`config.mk`:
```
export PLATFORM = sky130hd
export DESIGN_NAME = hrg_nibble_scanout_flat
export DESIGN_NICKNAME = d
export VERILOG_FILES = /design/src/rtl/hrg_pkg.sv /design/src/rtl/hrg_nibble_scanout_if.sv /design/src/rtl/hrg_prefetch_fifo.sv /design/src/rtl/hrg_nibble_scanout.sv /design/src/flat_wrapper.sv
export SDC_FILE = /design/constraint.sdc
export NUM_CORES = 1
export LEC_CHECK = 0
export ABC_CLOCK_PERIOD_IN_PS = 6100
export CAP_MARGIN = 40
export CORE_MARGIN = 2
export CORE_UTILIZATION = 55
export DETAILED_ROUTE_END_ITERATION = 8
export GPL_TIMING_DRIVEN = 0
export PLACE_DENSITY = 0.76
export SYNTH_ARGS = -nofsm -noshare
export SYNTH_HDL_FRONTEND = slang
export SYNTH_SLANG_ARGS = --single-unit
```
`constraint.sdc`:
```
create_clock -name clk -period 6.1 [get_ports clk]
set_input_delay 1.22 -clock clk [delete_from_list [all_inputs] [get_ports clk]]
set_output_delay 1.22 -clock clk [all_outputs]
set_load 0.005 [all_outputs]
```
`src/rtl/hrg_pkg.sv`:
```
// Shared types and geometry for the nibble-memory raster scan-out engine.
package hrg_pkg;

  localparam int unsigned ADDR_W = 15;
  localparam int unsigned NIB_W  = 4;

  localparam int unsigned H_NIBBLES_DEF  = 128;
  localparam int unsigned V_LINES_DEF    = 160;
  localparam int unsigned ADDR_LIMIT_DEF = 20480;
  localparam int unsigned BASE_ADDR_DEF  = 0;
  localparam int unsigned FIFO_DEPTH_DEF = 4;

  typedef enum logic [0:0] {
    StIdle,
    StActive
  } hrg_state_e;

  // Next nibble address, wrapping at the memory depth.
  function automatic logic [ADDR_W-1:0] addr_inc(input logic [ADDR_W-1:0] addr,
                                                 input int unsigned limit);
    if (32'(addr) == limit - 1) return '0;
    return addr + 1'b1;
  endfunction

endpackage

```
`src/rtl/hrg_nibble_scanout_if.sv`:
```
// Read-only port B of the video nibble RAM as seen by the scan-out engine.
interface hrg_nibble_scanout_if;
  import hrg_pkg::*;

  logic [ADDR_W-1:0] adb;
  logic              ceb;
  logic              oceb;
  logic              wreb;
  logic [NIB_W-1:0]  doutb;

  modport master (output adb, output ceb, output oceb, output wreb, input doutb);
  modport slave  (input adb, input ceb, input oceb, input wreb, output doutb);
endinterface

```
`src/rtl/hrg_prefetch_fifo.sv`:
```
// Small synchronous show-ahead FIFO with occupancy count; depth must be a power of 2.
module hrg_prefetch_fifo #(
  parameter int unsigned Width = 4,
  parameter int unsigned Depth = 4
) (
  input  logic                         clk,
  input  logic                         reset,
  input  logic                         clear_i,
  input  logic                         push_i,
  input  logic [Width-1:0]             wdata_i,
  input  logic                         pop_i,
  output logic [Width-1:0]             rdata_o,
  output logic [$clog2(Depth+1)-1:0]   count_o
);
  localparam int unsigned PtrW = $clog2(Depth);
  localparam int unsigned CntW = $clog2(Depth + 1);

  logic [Width-1:0] mem_q [Depth];
  logic [PtrW-1:0]  wptr_q, rptr_q;
  logic [CntW-1:0]  count_q;
  logic             do_push, do_pop;

  assign do_push = push_i && (count_q != CntW'(Depth));
  assign do_pop  = pop_i && (count_q != '0);
  assign rdata_o = mem_q[rptr_q];
  assign count_o = count_q;

  always_ff @(posedge clk) begin
    if (do_push && !clear_i) mem_q[wptr_q] <= wdata_i;
  end

  always_ff @(posedge clk or posedge reset) begin
    if (reset) begin
      wptr_q  <= '0;
      rptr_q  <= '0;
      count_q <= '0;
    end else if (clear_i) begin
      wptr_q  <= '0;
      rptr_q  <= '0;
      count_q <= '0;
    end else begin
      if (do_push) wptr_q <= wptr_q + 1'b1;
      if (do_pop)  rptr_q <= rptr_q + 1'b1;
      unique case ({do_push, do_pop})
        2'b10:   count_q <= count_q + 1'b1;
        2'b01:   count_q <= count_q - 1'b1;
        default: count_q <= count_q;
      endcase
    end
  end
endmodule

```
`src/rtl/hrg_nibble_scanout.sv`:
```
// Raster scan-out: fetches nibbles over RAM port B and shifts them out MSB-first,
// one pixel per pix_en, hiding the 2-cycle read latency behind a prefetch FIFO.
module hrg_nibble_scanout
  import hrg_pkg::*;
#(
  parameter int unsigned H_NIBBLES  = H_NIBBLES_DEF,
  parameter int unsigned V_LINES    = V_LINES_DEF,
  parameter int unsigned ADDR_LIMIT = ADDR_LIMIT_DEF,
  parameter int unsigned BASE_ADDR  = BASE_ADDR_DEF,
  parameter int unsigned FIFO_DEPTH = FIFO_DEPTH_DEF
) (
  input  logic                 clk,
  input  logic                 reset,
  input  logic                 frame_start,
  input  logic                 line_start,
  input  logic                 pix_en,
  hrg_nibble_scanout_if.master ram,
  output logic                 pixel,
  output logic                 pixel_valid,
  output logic                 line_active,
  output logic                 underrun
);
  localparam int unsigned IssW    = $clog2(H_NIBBLES + 1);
  localparam int unsigned LinePix = 4 * H_NIBBLES;
  localparam int unsigned PixW    = $clog2(LinePix + 1);
  localparam int unsigned CntW    = $clog2(FIFO_DEPTH + 1);

  if (FIFO_DEPTH < 3 || (FIFO_DEPTH & (FIFO_DEPTH - 1)) != 0) begin : g_bad_depth
    $error("FIFO_DEPTH must be a power of 2 and at least 3");
  end
  if (H_NIBBLES * V_LINES > ADDR_LIMIT || ADDR_LIMIT > (1 << ADDR_W) ||
      BASE_ADDR >= ADDR_LIMIT) begin : g_bad_geom
    $error("frame geometry does not fit the nibble memory");
  end

  hrg_state_e        state_q;
  logic [ADDR_W-1:0] addr_q;
  logic [IssW-1:0]   issued_q, skip_q;
  logic [PixW-1:0]   pix_cnt_q;
  logic [1:0]        tag_q;
  logic [NIB_W-1:0]  shreg_q;
  logic [2:0]        rem_q;

  logic [CntW-1:0]   fifo_count;
  logic [NIB_W-1:0]  fifo_rdata;
  logic [CntW:0]     occupancy;
  logic              issue, consume, need_nib, fifo_pop, fifo_push, starve, drop, last_pix;

  assign occupancy = (CntW+1)'(fifo_count) + (CntW+1)'(tag_q[0]) + (CntW+1)'(tag_q[1]);
  assign issue     = (state_q == StActive) && !line_start &&
                     (issued_q < IssW'(H_NIBBLES)) && (occupancy < (CntW+1)'(FIFO_DEPTH));
  assign consume   = (state_q == StActive) && pix_en && !line_start;
  assign need_nib  = consume && (rem_q == '0);
  assign fifo_pop  = need_nib && (fifo_count != '0);
  assign starve    = need_nib && (fifo_count == '0);
  // Each starved nibble slot owes one late return, which must be thrown away.
  assign drop      = tag_q[1] && (skip_q != '0);
  assign fifo_push = tag_q[1] && (skip_q == '0);
  assign last_pix  = consume && (pix_cnt_q == PixW'(LinePix - 1));

  assign ram.ceb     = issue;
  assign ram.adb     = issue ? addr_q : '0;
  assign ram.oceb    = 1'b1;
  assign ram.wreb    = 1'b0;
  assign line_active = (state_q == StActive);

  hrg_prefetch_fifo #(
    .Width (NIB_W),
    .Depth (FIFO_DEPTH)
  ) u_fifo (
    .clk     (clk),
    .reset   (reset),
    .clear_i (line_start),
    .push_i  (fifo_push),
    .wdata_i (ram.doutb),
    .pop_i   (fifo_pop),
    .rdata_o (fifo_rdata),
    .count_o (fifo_count)
  );

  always_ff @(posedge clk or posedge reset) begin
    if (reset) begin
      state_q     <= StIdle;
      addr_q      <= ADDR_W'(BASE_ADDR);
      issued_q    <= '0;
      skip_q      <= '0;
      pix_cnt_q   <= '0;
      tag_q       <= '0;
      shreg_q     <= '0;
      rem_q       <= '0;
      pixel       <= 1'b0;
      pixel_valid <= 1'b0;
      underrun    <= 1'b0;
    end else begin
      pixel_valid <= consume;
      if (frame_start)  addr_q <= ADDR_W'(BASE_ADDR);
      else if (issue)   addr_q <= addr_inc(addr_q, ADDR_LIMIT);
      if (starve)           underrun <= 1'b1;
      else if (frame_start) underrun <= 1'b0;

      if (line_start) begin
        state_q   <= StActive;
        issued_q  <= '0;
        skip_q    <= '0;
        pix_cnt_q <= '0;
        tag_q     <= '0;
        shreg_q   <= '0;
        rem_q     <= '0;
      end else begin
        tag_q <= {tag_q[0], issue};
        if (issue) issued_q <= issued_q + 1'b1;
        if (starve && !drop)      skip_q <= skip_q + 1'b1;
        else if (drop && !starve) skip_q <= skip_q - 1'b1;
        if (consume) begin
          pix_cnt_q <= pix_cnt_q + 1'b1;
          if (last_pix) state_q <= StIdle;
          if (rem_q != '0) begin
            pixel   <= shreg_q[NIB_W-1];
            shreg_q <= {shreg_q[NIB_W-2:0], 1'b0};
            rem_q   <= rem_q - 1'b1;
          end else if (fifo_pop) begin
            pixel   <= fifo_rdata[NIB_W-1];
            shreg_q <= {fifo_rdata[NIB_W-2:0], 1'b0};
            rem_q   <= 3'd3;
          end else begin
            // Starved: a whole zero nibble stands in so line alignment is kept.
            pixel   <= 1'b0;
            shreg_q <= '0;
            rem_q   <= 3'd3;
          end
        end
      end
    end
  end
endmodule

```
`src/flat_wrapper.sv`:
```
// flat-port wrapper written by rule: the top's interface ports become plain ports
module hrg_nibble_scanout_flat import hrg_pkg::*;
#(
  parameter int unsigned H_NIBBLES  = H_NIBBLES_DEF,
  parameter int unsigned V_LINES    = V_LINES_DEF,
  parameter int unsigned ADDR_LIMIT = ADDR_LIMIT_DEF,
  parameter int unsigned BASE_ADDR  = BASE_ADDR_DEF,
  parameter int unsigned FIFO_DEPTH = FIFO_DEPTH_DEF
)
  (clk, reset, frame_start, line_start, pix_en, pixel, pixel_valid, line_active, underrun, ram_adb, ram_ceb, ram_oceb, ram_wreb, ram_doutb);
  hrg_nibble_scanout_if ram_i ();
  input  logic clk;
  input  logic reset;
  input  logic frame_start;
  input  logic line_start;
  input  logic pix_en;
  output logic pixel;
  output logic pixel_valid;
  output logic line_active;
  output logic underrun;
  output wire logic [$bits(ram_i.adb)-1:0] ram_adb;
  output wire logic [$bits(ram_i.ceb)-1:0] ram_ceb;
  output wire logic [$bits(ram_i.oceb)-1:0] ram_oceb;
  output wire logic [$bits(ram_i.wreb)-1:0] ram_wreb;
  input wire logic [$bits(ram_i.doutb)-1:0] ram_doutb;
  assign ram_adb = ram_i.adb;
  assign ram_ceb = ram_i.ceb;
  assign ram_oceb = ram_i.oceb;
  assign ram_wreb = ram_i.wreb;
  assign ram_i.doutb = ram_doutb;
  hrg_nibble_scanout #(.H_NIBBLES(H_NIBBLES), .V_LINES(V_LINES), .ADDR_LIMIT(ADDR_LIMIT), .BASE_ADDR(BASE_ADDR), .FIFO_DEPTH(FIFO_DEPTH)) u_core (.clk(clk), .reset(reset), .frame_start(frame_start), .line_start(line_start), .pix_en(pix_en), .ram(ram_i), .pixel(pixel), .pixel_valid(pixel_valid), .line_active(line_active), .underrun(underrun));
endmodule
```
# After elaboration in Yosys (flattened, before gate mapping)
# Memory sizes are Yosys's and may differ from the RTL's.
# Cells that the tools add are included.
# W data, S select, Z words.
[word_totals]
word_cells = 109
register_bits = 61
mem_bits_rw = 16
memories = 1
[classes]
n_mux = 38
reduce_logical = 36
n_bitwise = 1
addsub = 12
magnitude_cmp = 2
eq_ne = 5
[mem_list]
columns = ["memory", "depth", "word_bits", "read_ports", "rd_ports_with_merged_regs", "write_ports", "line_no", "rtl"]
rows = [
  ["u_core.u_fifo.mem_q", 4, 4, 1, 0, 1, "hrg_prefetch_fifo.sv:18", "logic [Width-1:0] mem_q [Depth];"],
]
[op_table]
columns = ["cell", "count"]
rows = [
  ["$mux W15", 5],
  ["$mux W8", 5],
  ["$mux W10", 2],
  ["$add A8 B1 Y8 const B", 2],
  ["$logic_and A1 B1 Y1", 16],
  ["$mux W4", 4],
  ["$add A15 B1 Y15 const B", 1],
  ["$eq A15 B15 Y1 const B", 1],
  ["$reduce_bool A2 Y1", 7],
  ["$mux W1", 12],
  ["$mux W3", 4],
  ["$reduce_bool A3 Y1", 4],
  ["$add A10 B1 Y10 const B", 1],
  ["$eq A10 B9 Y1 const B", 1],
  ["$mux W2", 5],
  ["$logic_not A8 Y1", 1],
  ["$lt A8 B8 Y1 const B", 1],
  ["$reduce_bool A8 Y1", 1],
  ["$sub A8 B1 Y8 const B", 1],
  ["$logic_not A3 Y1", 2],
  ["$pmux W3 S2", 1],
  ["$sub A3 B1 Y3 const B", 2],
  ["$add A2 B1 Y2 const B", 2],
  ["$add A3 B1 Y4", 1],
  ["other kinds (9)", 12],
]

# Depth between registers and ports, before layout
# Gate-level depths: netlist of the first run.
[logic_depth]
ltp_word = 9
ltp_mapped = 12
mapped_depth_nobuf = 12

# Modules after synthesis
# A second synthesis of the first run with hierarchy kept.
[unflattened]
hier_cells = 409
area_unflattened_um2 = 4212.8
[by_module_without_submodules]
columns = ["module", "cells_each", "area_each_um2", "instances", "seq_area_each_um2"]
rows = [
  ["hrg_nibble_scanout", 323, 3010.4, 1, 1326.3],
  ["hrg_prefetch_fifo", 86, 1202.4, 1, 655.6],
]

# Worst setup path after synthesis of the first run
# Ideal clock, no wire load.
[synth_timing]
path_type = "input -> register"
from = "in pix_en"
to = "reg u_core.skip_q[7]"
arrival_ns = 3.419
slack_ns = 2.557
cell_stages = 11
setup_ns = 0.125
n_path_buf = 1
path_cell_list = "and2_1 -> buf_2 -> nand4_1 -> nor2_1 -> inv_1 -> ha_1 -> a21oi_1 -> a21oi_1 -> and3b_1 -> mux2i_1 -> mux2_2"
[synth_between]
elab_chain_cells = 7
word_cells_on_any_way = 10
classes_between = "mux: 2; reduce/logical: 8"
[synth_lines]
columns = ["element", "line_no", "rtl"]
rows = [
  ["start, declared", "flat_wrapper.sv:16", "input logic pix_en;"],
  ["$logic_and A1 B1 Y1 (*) (2 in series)", "hrg_nibble_scanout.sv:52", "assign consume = (state_q == StActive) && pix_en && !line_start;"],
  ["$logic_and A1 B1 Y1 (*)", "hrg_nibble_scanout.sv:53", "assign need_nib = consume && (rem_q == '0);"],
  ["$logic_and A1 B1 Y1 (*)", "hrg_nibble_scanout.sv:55", "assign starve = need_nib && (fifo_count == '0);"],
  ["$logic_and A1 B1 Y1 or $logic_not A1 Y1 (tied branches)", "hrg_nibble_scanout.sv:112, hrg_nibble_scanout.sv:113", ""],
  ["$mux W8 or $logic_and A1 B1 Y1 (tied branches)", "hrg_nibble_scanout.sv:112, hrg_nibble_scanout.sv:113", ""],
  ["$mux W8 or $reduce_bool A3 Y1 (tied branches)", "n/a", ""],
  ["end signal, assigned", "hrg_nibble_scanout.sv:112", "if (starve && !drop) skip_q <= skip_q + 1'b1;"],
  ["end signal, assigned", "hrg_nibble_scanout.sv:113", "else if (drop && !starve) skip_q <= skip_q - 1'b1;"],
  ["end, declared", "hrg_nibble_scanout.sv:38", "logic [IssW-1:0] issued_q, skip_q;"],
]
# Every way passes the cells marked *; elsewhere a longest branch is shown, timed or not.
# A chain may end at the register's enable or synchronous reset.

# Worst setup path in the final report of the first run
[layout_timing]
from = "in line_start"
to = "out ram_adb[8]"
[layout_between]
elab_chain_cells = 5
[layout_lines]
columns = ["element", "line_no", "rtl"]
rows = [
  ["start, declared", "flat_wrapper.sv:15", "input logic line_start;"],
  ["$logic_not A1 Y1", "hrg_nibble_scanout.sv:50", "assign issue = (state_q == StActive) && !line_start &&"],
  ["$logic_and A1 B1 Y1 (2 in series)", "hrg_nibble_scanout.sv:50", ""],
  ["$logic_and A1 B1 Y1", "hrg_nibble_scanout.sv:51", "(issued_q < IssW'(H_NIBBLES)) && (occupancy < (CntW+1)'(FIFO_DEPTH));"],
  ["$mux W15", "hrg_nibble_scanout.sv:62", "assign ram.adb = issue ? addr_q : '0;"],
  ["end, declared", "flat_wrapper.sv:21", "output wire logic [$bits(ram_i.adb)-1:0] ram_adb;"],
]
# No other way between the ends.

==> results of run 1 <==
-- per-stage QoR --
step | instances | cell area, um2
detailed placement | 522 | 4530
finish | 538 | 4750
CTS | 538 | 4750
global placement | 521 | 4510
global route | 538 | 4750
floorplan | 394 | 4110
-- layout by cell type, fill, tap and decap left out, drive strengths merged, types with 3 or more instances in the layout --
cell type	count
edfxtp	16
inv	19
nand3	8
clkdlybuf4s50	28
mux2	5
a22oi	4
and2	20
o311ai	3
xnor2	10
ha	16
buf	8
or3	7
a31oi	4
nor2b	6
mux4	4
a211oi	5
nor3b	4
o21ai	14
nand4	11
and3	3
mux2i	5
nand2	26
xor2	11
nand3b	3
nor2	49
nand4b	3
a21oi	19
dfrtp	60
nor4	5
nand2b	4
nor3	11
clkbuf	18
-- final cells by class --
cell class,instances,share of cell area
clock buffers,10,0.0269
flip-flops and latches,76,0.417
repair buffers,29,0.0632
well taps,99,0.0261
clock inverters,6,0.0187
multi-input cells,284,0.419
inverters,19,0.0150
plain buffers,15,0.0142
-- final timing paths --
kind                                 start            endpoint  slack, ps  cells past startpoint
setup / recovery                line_start          ram_adb[8]       1380                      7
hold / removal             u_core.tag_q[0]     u_core.tag_q[1]        510                      1
setup reg to reg           u_core.rem_q[0]    u_core.skip_q[6]       2750                     12
hold reg to reg            u_core.tag_q[0]     u_core.tag_q[1]        510                      1
max in group asynchronous            reset    u_core.addr_q[4]       4190                      3
min in group asynchronous            reset  u_core.issued_q[4]       1300                      2
-- per-layer routing --
metal,up-vias,GRT usage
li1,1475,-
met1,1527,0.310
met2,48,0.357
met3,13,0.0476
met4,0,0.0628
met5,-,0
-- logic make-up after synthesis --
group | count (synthesis) | share of synthesized area
flip-flops | 76 | 0.482
other | 2 | 0.00183
AO/OA/AOI/OAI | 60 | 0.0953
XOR/XNOR | 21 | 0.0466
multiplexers | 14 | 0.0478
adder cells (fa/ha/maj) | 18 | 0.0585
buffers and inverters | 34 | 0.0338
AND/OR/NAND/NOR | 169 | 0.234
-- power by group through the flow --
stage               Combinational (mW)  Clock (mW)  Sequential (mW)
finish                           0.243       0.421            0.571
global route                     0.273       0.452            0.574
CTS                              0.242       0.427            0.571
floorplan                        0.182           0            0.574
global placement                 0.228           0            0.579
detailed placement               0.240           0            0.581
-- registers in the layout, summed over array words and instances, names as in the netlist --
signal and cells:
u_core.pix_cnt_q 10, u_core.u_fifo.wptr_q 2, u_core.skip_q 8, u_core.pixel_valid 1, u_core.shreg_q 3, u_core.addr_q 15
u_core.u_fifo.rptr_q 2, u_core.tag_q 2, u_core.pixel 1, u_core.issued_q 8, u_core.underrun 1, u_core.line_active 1
u_core.u_fifo.mem_q 16, u_core.rem_q 3, u_core.u_fifo.count_o 3
==> results.json, run 1 <==
{
  "root_buffer": "clkbuf_8",
  "cts_setup_buffers": 0,
  "dieArea_mm2": 0.00818,
  "cts_buffers": 9,
  "port_buffers": 28,
  "avgViaCountPerCell": 5.69,
  "route.antenna.remaining_nets": 0,
  "maxCapViolCount": 0,
  "finalPower_mw": 1.23,
  "path_common_cell": "clkdlybuf4s50_1",
  "power.switching_uw": 350,
  "pwr-share-seq": 0.462,
  "synth_nets": 421,
  "cp_max_fo": 10,
  "drv_slew": 0,
  "synth_most_common_cell": "dfrtp_1",
  "cp.arrival_ps": 3500,
  "p_per_area_mw_per_mm2": 260,
  "clkLatencyLatePin_ps": 350,
  "relSlewSlack": 0.524,
  "firstDrtPassIters": 4,
  "initial_core_util": 0.566,
  "overflow": 0,
  "pin_count": 31,
  "drt_iter0_drc": 130,
  "combPwrFrac": 0.197,
  "yosys_most_used_dff": "dfrtp_1",
  "holdCritPathClass": "flip-flop to flip-flop",
  "cts_hold_buf": 0,
  "cellInternalPower_uw": 885,
  "wl_met2_mm": 3.97,
  "cp.required_ps": 4880,
  "period_needed_ps": 4720,
  "syn_area_per_cell_um2": 10.4,
  "rsz0062_at_grt": "false",
  "fp.dieW_um": 90.4,
  "grt_max_degree": 34,
  "fin_util": 0.655,
  "grt_pass1_wl_mm": 14.8,
  "power.clock.fraction": 0.341,
  "grt_usage": 0.223,
  "critPathTopFamily": "buffers and inverters",
  "max_stage_delay_ps": 540,
  "cts_tree": "yes",
  "path_clk_slew_ps": 80,
  "synthTopCellsByArea": "dfrtp_1 (37%), edfxtp_1 (12%), ha_1 (4.9%)",
  "synth_top_area_share": 0.365,
  "async_reset_ff_frac": 0.789,
  "setup_ws_ps": 1380,
  "worstSetupStartpointType": "input port",
  "routed_wl_mm": 8.30,
  "whs_ps": 506,
  "crit_type": "input port to output port",
  "post-place-ws_ps": 1360,
  "synth-edff-count": 16,
  "tightest_slew_ps": 713,
  "fillers": 608,
  "coreArea_mm2": 0.00725,
  "dpl.hpwl_mm": 5.97,
  "setup_tns_ps": 0,
  "antenna_found_initial": 0,
  "leakage_nw": 1.91,
  "antenna_cells": 0,
  "vias": 3063,
  "synth_top_area_cell": "dfrtp_1",
  "met1_length_mm": 3.91,
  "cp_slowest_cell": "clkdlybuf4s50_1",
  "drive_gt1_frac": 0.105,
  "clock.fmax_mhz": 212,
  "area_delta_synth_final_pct": 15.6,
  "synth_area_mm2": 0.00411,
  "outcome": "complete, no violations",
  "finalSetupViolCount": 0,
  "dr_wl_met3_um": 271,
  "cp_num_buf_inv": 4,
  "dr.max_layer_used": "met4",
  "fin_crit_sh": 0.773,
  "yosys_warnings": 0,
  "gp_congestion": 0.830,
  "register_area_mm2": 0.00198,
  "crit_chain": "clkdlybuf4s50_1, nor4b_2, o21ai_2, inv_1, clkbuf_1, and2_1, clkdlybuf4s50_1",
  "p_sw_frac": 0.283,
  "ir_worst_vdd_mv": 0.184,
  "multi_input_area_mm2": 0.00199,
  "die_h_um": 90.4,
  "synth_commonest_cells": "dfrtp_1 (60), nor2_1 (48), nand2_1 (26)",
  "fin_nets": 461,
  "routedWlPerCell_um": 15.4,
  "hold_violations": 0,
  "synthCells": 394,
  "drc": 0,
  "cts_buffer_depth": 2,
  "clkSinkCount": 76,
  "fp-row-count": 31,
  "h-tree-depth": 3,
  "cts-resized-gates": 0,
  "finClkSkew_ps": 11.2,
  "ys_ff_latch": 76,
  "yosysSeqAreaShare": 0.482,
  "grt_pass1_vias": 3116,
  "synth_cell_types": 64,
  "crit_path_end_kind": "output port"
}
(Power assumes the default switching activity.)
==> run 2, diff against run 1 <==
--- a/config.mk
+++ b/config.mk
@@ -5,10 +5,10 @@
 export SDC_FILE = /design/constraint.sdc
 export NUM_CORES = 1
 export LEC_CHECK = 0
-export ABC_CLOCK_PERIOD_IN_PS = 6100
+export ABC_CLOCK_PERIOD_IN_PS = 4300
 export CAP_MARGIN = 40
 export CORE_MARGIN = 2
-export CORE_UTILIZATION = 55
+export CORE_UTILIZATION = 53
 export DETAILED_ROUTE_END_ITERATION = 8
 export GPL_TIMING_DRIVEN = 0
 export PLACE_DENSITY = 0.76
==> constraint.sdc (replaced) <==
create_clock -name clk -period 4.3 [get_ports clk]
set_input_delay 0.86 -clock clk [delete_from_list [all_inputs] [get_ports clk]]
set_output_delay 0.86 -clock clk [all_outputs]
set_load 0.005 [all_outputs]
==> results.json, run 2 (synthesis results as in run 1) <==
{
  "drt_iter0_drc": 125,
  "power.clock.fraction": 0.348,
  "leakage_nw": 1.92,
  "worstSetupStartpointType": "input port",
  "cts_buffers": 9,
  "cellInternalPower_mw": 1.26,
  "fin_crit_sh": 0.942,
  "finalSetupViolCount": 0,
  "die_h_um": 92.1,
  "pin_count": 31,
  "outcome": "complete, no violations",
  "grt_pass1_wl_mm": 14.2,
  "cp_num_buf_inv": 4,
  "maxCapViolCount": 0,
  "initial_core_util": 0.540,
  "crit_path_end_kind": "output port",
  "route.antenna.remaining_nets": 0,
  "drc": 0,
  "reg2reg_slack_ps": 1020,
  "reg.largest.list": "u_core.u_fifo.mem_q x16, u_core.addr_q x15, u_core.pix_cnt_q x10",
  "fin_nets": 461,
  "tightest_slew_ps": 653,
  "crit_type": "input port to output port",
  "p_per_area_mw_per_mm2": 370,
  "routedWlPerCell_um": 15.1,
  "cp_max_fo": 10,
  "overflow": 0,
  "rsz0062_at_grt": "false",
  "final_cell_mix": "dfrtp_1 (60), nor2_1 (48), clkdlybuf4s50_1 (28)",
  "fp-row-count": 32,
  "top_register": "u_core.u_fifo.mem_q",
  "layout_commonest_cell": "dfrtp_1",
  "setup_tns_ps": 0,
  "firstDrtPassIters": 4,
  "area_delta_synth_final_pct": 15.8,
  "avgViaCountPerCell": 5.52,
  "multi_input_area_mm2": 0.00199,
  "grt_max_degree": 32,
  "routed_wl_mm": 8.17,
  "pwr-share-seq": 0.460,
  "finClkSkew_ps": 7.39,
  "cts-resized-gates": 0,
  "holdCritPathClass": "flip-flop to flip-flop",
  "dpl.hpwl_mm": 5.85,
  "critPathTopFamily": "buffers and inverters",
  "drv_slew": 0,
  "cts_hold_buf": 0,
  "cp.required_ps": 3440,
  "cts_tree": "yes",
  "register_area_mm2": 0.00198,
  "antenna_found_initial": 0,
  "coreArea_mm2": 0.00761,
  "cp_slowest_cell": "clkdlybuf4s50_1",
  "clkSinkCount": 76,
  "antenna_cells": 0,
  "relSlewSlack": 0.564,
  "path_clk_slew_ps": 90,
  "clock.fmax_mhz": 247,
  "p_sw_frac": 0.286,
  "grt_usage": 0.212,
  "clkLatencyLatePin_ps": 350,
  "port_buffers": 28,
  "drive_gt1_frac": 0.107,
  "largest_reg_flops": 16,
  "max_stage_delay_ps": 540,
  "ir_worst_vdd_mv": 0.340,
  "h-tree-depth": 3,
  "cp.arrival_ps": 3190,
  "cts_setup_buffers": 0,
  "crit_chain": "clkdlybuf4s50_1, nor4b_2, o21ai_2, inv_1, clkbuf_1, and2_1, clkdlybuf4s50_1",
  "gp_congestion": 0.863,
  "dieArea_mm2": 0.00847,
  "fp.dieW_um": 92.1,
  "power.switching_uw": 504,
  "root_buffer": "clkbuf_8",
  "finalPower_mw": 1.76,
  "path_common_cell": "clkdlybuf4s50_1",
  "combPwrFrac": 0.192,
  "hold_violations": 0,
  "period_needed_ps": 4050,
  "fillers": 600,
  "cts_buffer_depth": 2,
  "vias": 2986,
  "grt_pass1_vias": 2976
}
==> run 2: cell count changes in the layout (fill, tap and decap cells not counted) <==
cell        before  now
clkinvlp_2       0    1
clkinvlp_4       2    1
inv_6            0    2
clkbuf_1         9    8
clkinv_2         1    0
==> run 2: per-layer routing <==
metal,track usage,up-vias,wire [um]
li1,-,1474,-
met1,0.291,1467,3880
met2,0.341,34,3930
met3,0.0320,11,255
met4,0.0833,0,102
met5,0,-,0
==> run 2: per-stage QoR <==
step	std cells	util	cell area [um2]	worst slack [ps]	hold slack (ps)
2_1_floorplan	394	-	4110	1120	448
3_3_place_gp	524	0.594	4520	275	466
3_5_place_dp	525	0.596	4540	220	469
4_1_cts	541	0.626	4760	225	481
5_1_grt	541	0.626	4760	20.7	494
6_report	541	0.626	4760	250	483
==> run 2: worst paths after layout <==
path                                  from                  end  cells after the start
hold reg to reg            u_core.rem_q[0]      u_core.rem_q[0]                      1
hold / removal             u_core.rem_q[0]      u_core.rem_q[0]                      1
min in group asynchronous            reset  u_core.pix_cnt_q[4]                      2
setup / recovery                line_start           ram_adb[6]                      7
max in group asynchronous            reset     u_core.addr_q[0]                      3
setup reg to reg           u_core.rem_q[0]     u_core.skip_q[7]                     12
==> run 2: area by class of cell <==
type                       instances  area share
multi-input combinational        284       0.418
inverter                          19      0.0150
sequential                        76       0.416
timing repair buffer              29      0.0631
buffer                            15      0.0142
clock inverter                     7      0.0208
tap                              102      0.0268
clock buffer                       9      0.0260
==> run 2: power groups by stage <==
stage               registers [mW]  logic [mW]  clock network (mW)
CTS                          0.810       0.339               0.622
detailed placement           0.824       0.337                   0
global route                 0.816       0.382               0.647
finish                       0.810       0.338               0.614
global placement             0.821       0.324                   0
floorplan                    0.814       0.259                   0
==> run 3, diff against run 2 <==
--- a/config.mk
+++ b/config.mk
@@ -5,13 +5,13 @@
 export SDC_FILE = /design/constraint.sdc
 export NUM_CORES = 1
 export LEC_CHECK = 0
-export ABC_CLOCK_PERIOD_IN_PS = 4300
+export ABC_CLOCK_PERIOD_IN_PS = 4350
 export CAP_MARGIN = 40
 export CORE_MARGIN = 2
-export CORE_UTILIZATION = 53
+export CORE_UTILIZATION = 55
 export DETAILED_ROUTE_END_ITERATION = 8
-export GPL_TIMING_DRIVEN = 0
 export PLACE_DENSITY = 0.76
+export SKIP_CTS_REPAIR_TIMING = 1
 export SYNTH_ARGS = -nofsm -noshare
 export SYNTH_HDL_FRONTEND = slang
 export SYNTH_SLANG_ARGS = --single-unit
==> constraint.sdc (replaced) <==
create_clock -name clk -period 4.35 [get_ports clk]
set_input_delay 0.87 -clock clk [delete_from_list [all_inputs] [get_ports clk]]
set_output_delay 0.87 -clock clk [all_outputs]
set_load 0.005 [all_outputs]
==> results.json, run 3 (synthesis results as in run 1) <==
{
  "area_delta_synth_final_pct": 15.2,
  "avgViaCountPerCell": 5.65,
  "finClkSkew_ps": 9.90,
  "crit_type": "input port to output port",
  "outcome": "complete, no violations",
  "route.antenna.remaining_nets": 0,
  "hold_depth": 1,
  "cp_slowest_cell": "clkdlybuf4s50_1",
  "fin_nets": 452,
  "maxCapViolCount": 0,
  "pin_count": 31,
  "port_buffers": 28,
  "drc": 0,
  "worstSetupStartpointType": "input port",
  "p_per_area_mw_per_mm2": 366,
  "ir_worst_vdd_mv": 0.216,
  "fillers": 610,
  "cp_num_buf_inv": 4,
  "h-tree-depth": 3,
  "rsz0062_at_grt": "false",
  "cts_buffer_depth": 2,
  "cp.arrival_ps": 2690,
  "grt_pass1_wl_mm": 14.3,
  "setup_tns_ps": 0,
  "drive_gt1_frac": 0.112,
  "finalSetupViolCount": 0,
  "grt_max_degree": 48,
  "routedWlPerCell_um": 15.1,
  "reg2regPathDepth": 12,
  "layout_commonest_cell": "dfrtp_1",
  "cp.required_ps": 3480,
  "multi_input_area_mm2": 0.00199,
  "fp.dieW_um": 90.4,
  "coreArea_mm2": 0.00725,
  "reg2reg_to": "u_core.skip_q[7]",
  "leakage_nw": 1.91,
  "antenna_cells": 0,
  "hold-path-endpoint": "u_core.rem_q[0]",
  "antenna_found_initial": 0,
  "cts_buffers": 9,
  "max_stage_delay_ps": 500,
  "hold_violations": 0,
  "path_clk_slew_ps": 90,
  "drt_iter0_drc": 170,
  "firstDrtPassIters": 4,
  "relSlewSlack": 0.431,
  "register_area_mm2": 0.00198,
  "clkLatencyLatePin_ps": 350,
  "grt_usage": 0.213,
  "die_h_um": 90.4,
  "vias": 2987,
  "period_needed_ps": 3560,
  "clkSinkCount": 76,
  "clock.fmax_mhz": 281,
  "path_common_cell": "clkdlybuf4s50_1",
  "root_buffer": "clkbuf_8",
  "fin_crit_sh": 0.817,
  "overflow": 0,
  "cts_tree": "yes",
  "gp_congestion": 0.814,
  "cp_max_fo": 15,
  "routed_wl_mm": 7.98,
  "initial_core_util": 0.566,
  "largest_reg_flops": 16,
  "drv_slew": 0,
  "top_register": "u_core.u_fifo.mem_q",
  "holdCritPathClass": "flip-flop to flip-flop",
  "reg.largest.list": "u_core.u_fifo.mem_q x16, u_core.addr_q x15, u_core.pix_cnt_q x10",
  "reg2reg_slack_ps": 1150,
  "final_cell_mix": "dfrtp_1 (60), nor2_1 (48), clkdlybuf4s50_1 (28)",
  "min_from": "u_core.rem_q[0]",
  "crit_chain": "clkdlybuf4s50_1, nor4b_2, o21ai_2, inv_1, buf_4, and2_1, clkdlybuf4s50_1",
  "worstReg2RegStart": "u_core.rem_q[0]",
  "critPathTopFamily": "buffers and inverters",
  "tightest_slew_ps": 851,
  "crit_path_end_kind": "output port",
  "grt_pass1_vias": 3038,
  "dieArea_mm2": 0.00818,
  "fp-row-count": 31,
  "finalPower_mw": 1.73,
  "dpl.hpwl_mm": 5.55
}
==> run 3: changes by cell type in the layout (fill, tap and decap cells not counted), sizes merged <==
cell / change
buf: -1
clkbuf: -8
clkinv: +1
inv: -1
==> run 3: how the worst max path moves through the flow <==
stage / start / end / slack (ps) / cells after the start
after floorplan: pix_en / u_core.skip_q[7] / 1160 / 11
after global placement: line_start / u_core.skip_q[7] / 610 / 11
after detailed placement: line_start / u_core.skip_q[7] / 560 / 11
after CTS: line_start / ram_adb[12] / 760 / 7
after global routing: line_start / ram_adb[12] / 670 / 7
final: line_start / ram_adb[10] / 790 / 7
==> run 3: routing by layer <==
| metal | routed length [um] | track usage |
|---|---|---|
| met2 | 3970 | 0.363 |
| met4 | 106 | 0.0692 |
| met3 | 270 | 0.0292 |
| met5 | 0 | 0 |
| met1 | 3640 | 0.282 |
==> run 3: through the flow <==
stage / setup WS [ps] / util / hold WS, ps / std cells / cell area [um2]
final: 794 / 0.653 / 479 / 529 / 4730
after floorplan: 1160 / - / 448 / 394 / 4110
after global placement: 607 / 0.619 / 464 / 512 / 4490
after CTS: 757 / 0.653 / 481 / 529 / 4730
after detailed placement: 558 / 0.622 / 470 / 513 / 4510
after global routing: 669 / 0.653 / 529 / 529 / 4730
==> run 3: cell type report <==
class | count | share of cell area
Clock buffer | 9 | 0.0262
Clock inverter | 7 | 0.0209
Inverter | 19 | 0.0151
Multi-Input combinational cell | 284 | 0.420
Sequential cell | 76 | 0.419
Tap cell | 99 | 0.0262
Timing Repair Buffer | 35 | 0.0730
==> run 3: power by group <==
part,total [mW],switching (mW),internal [mW]
registers,0.800,0.0371,0.763
logic,0.331,0.177,0.154
clock network,0.600,0.275,0.325
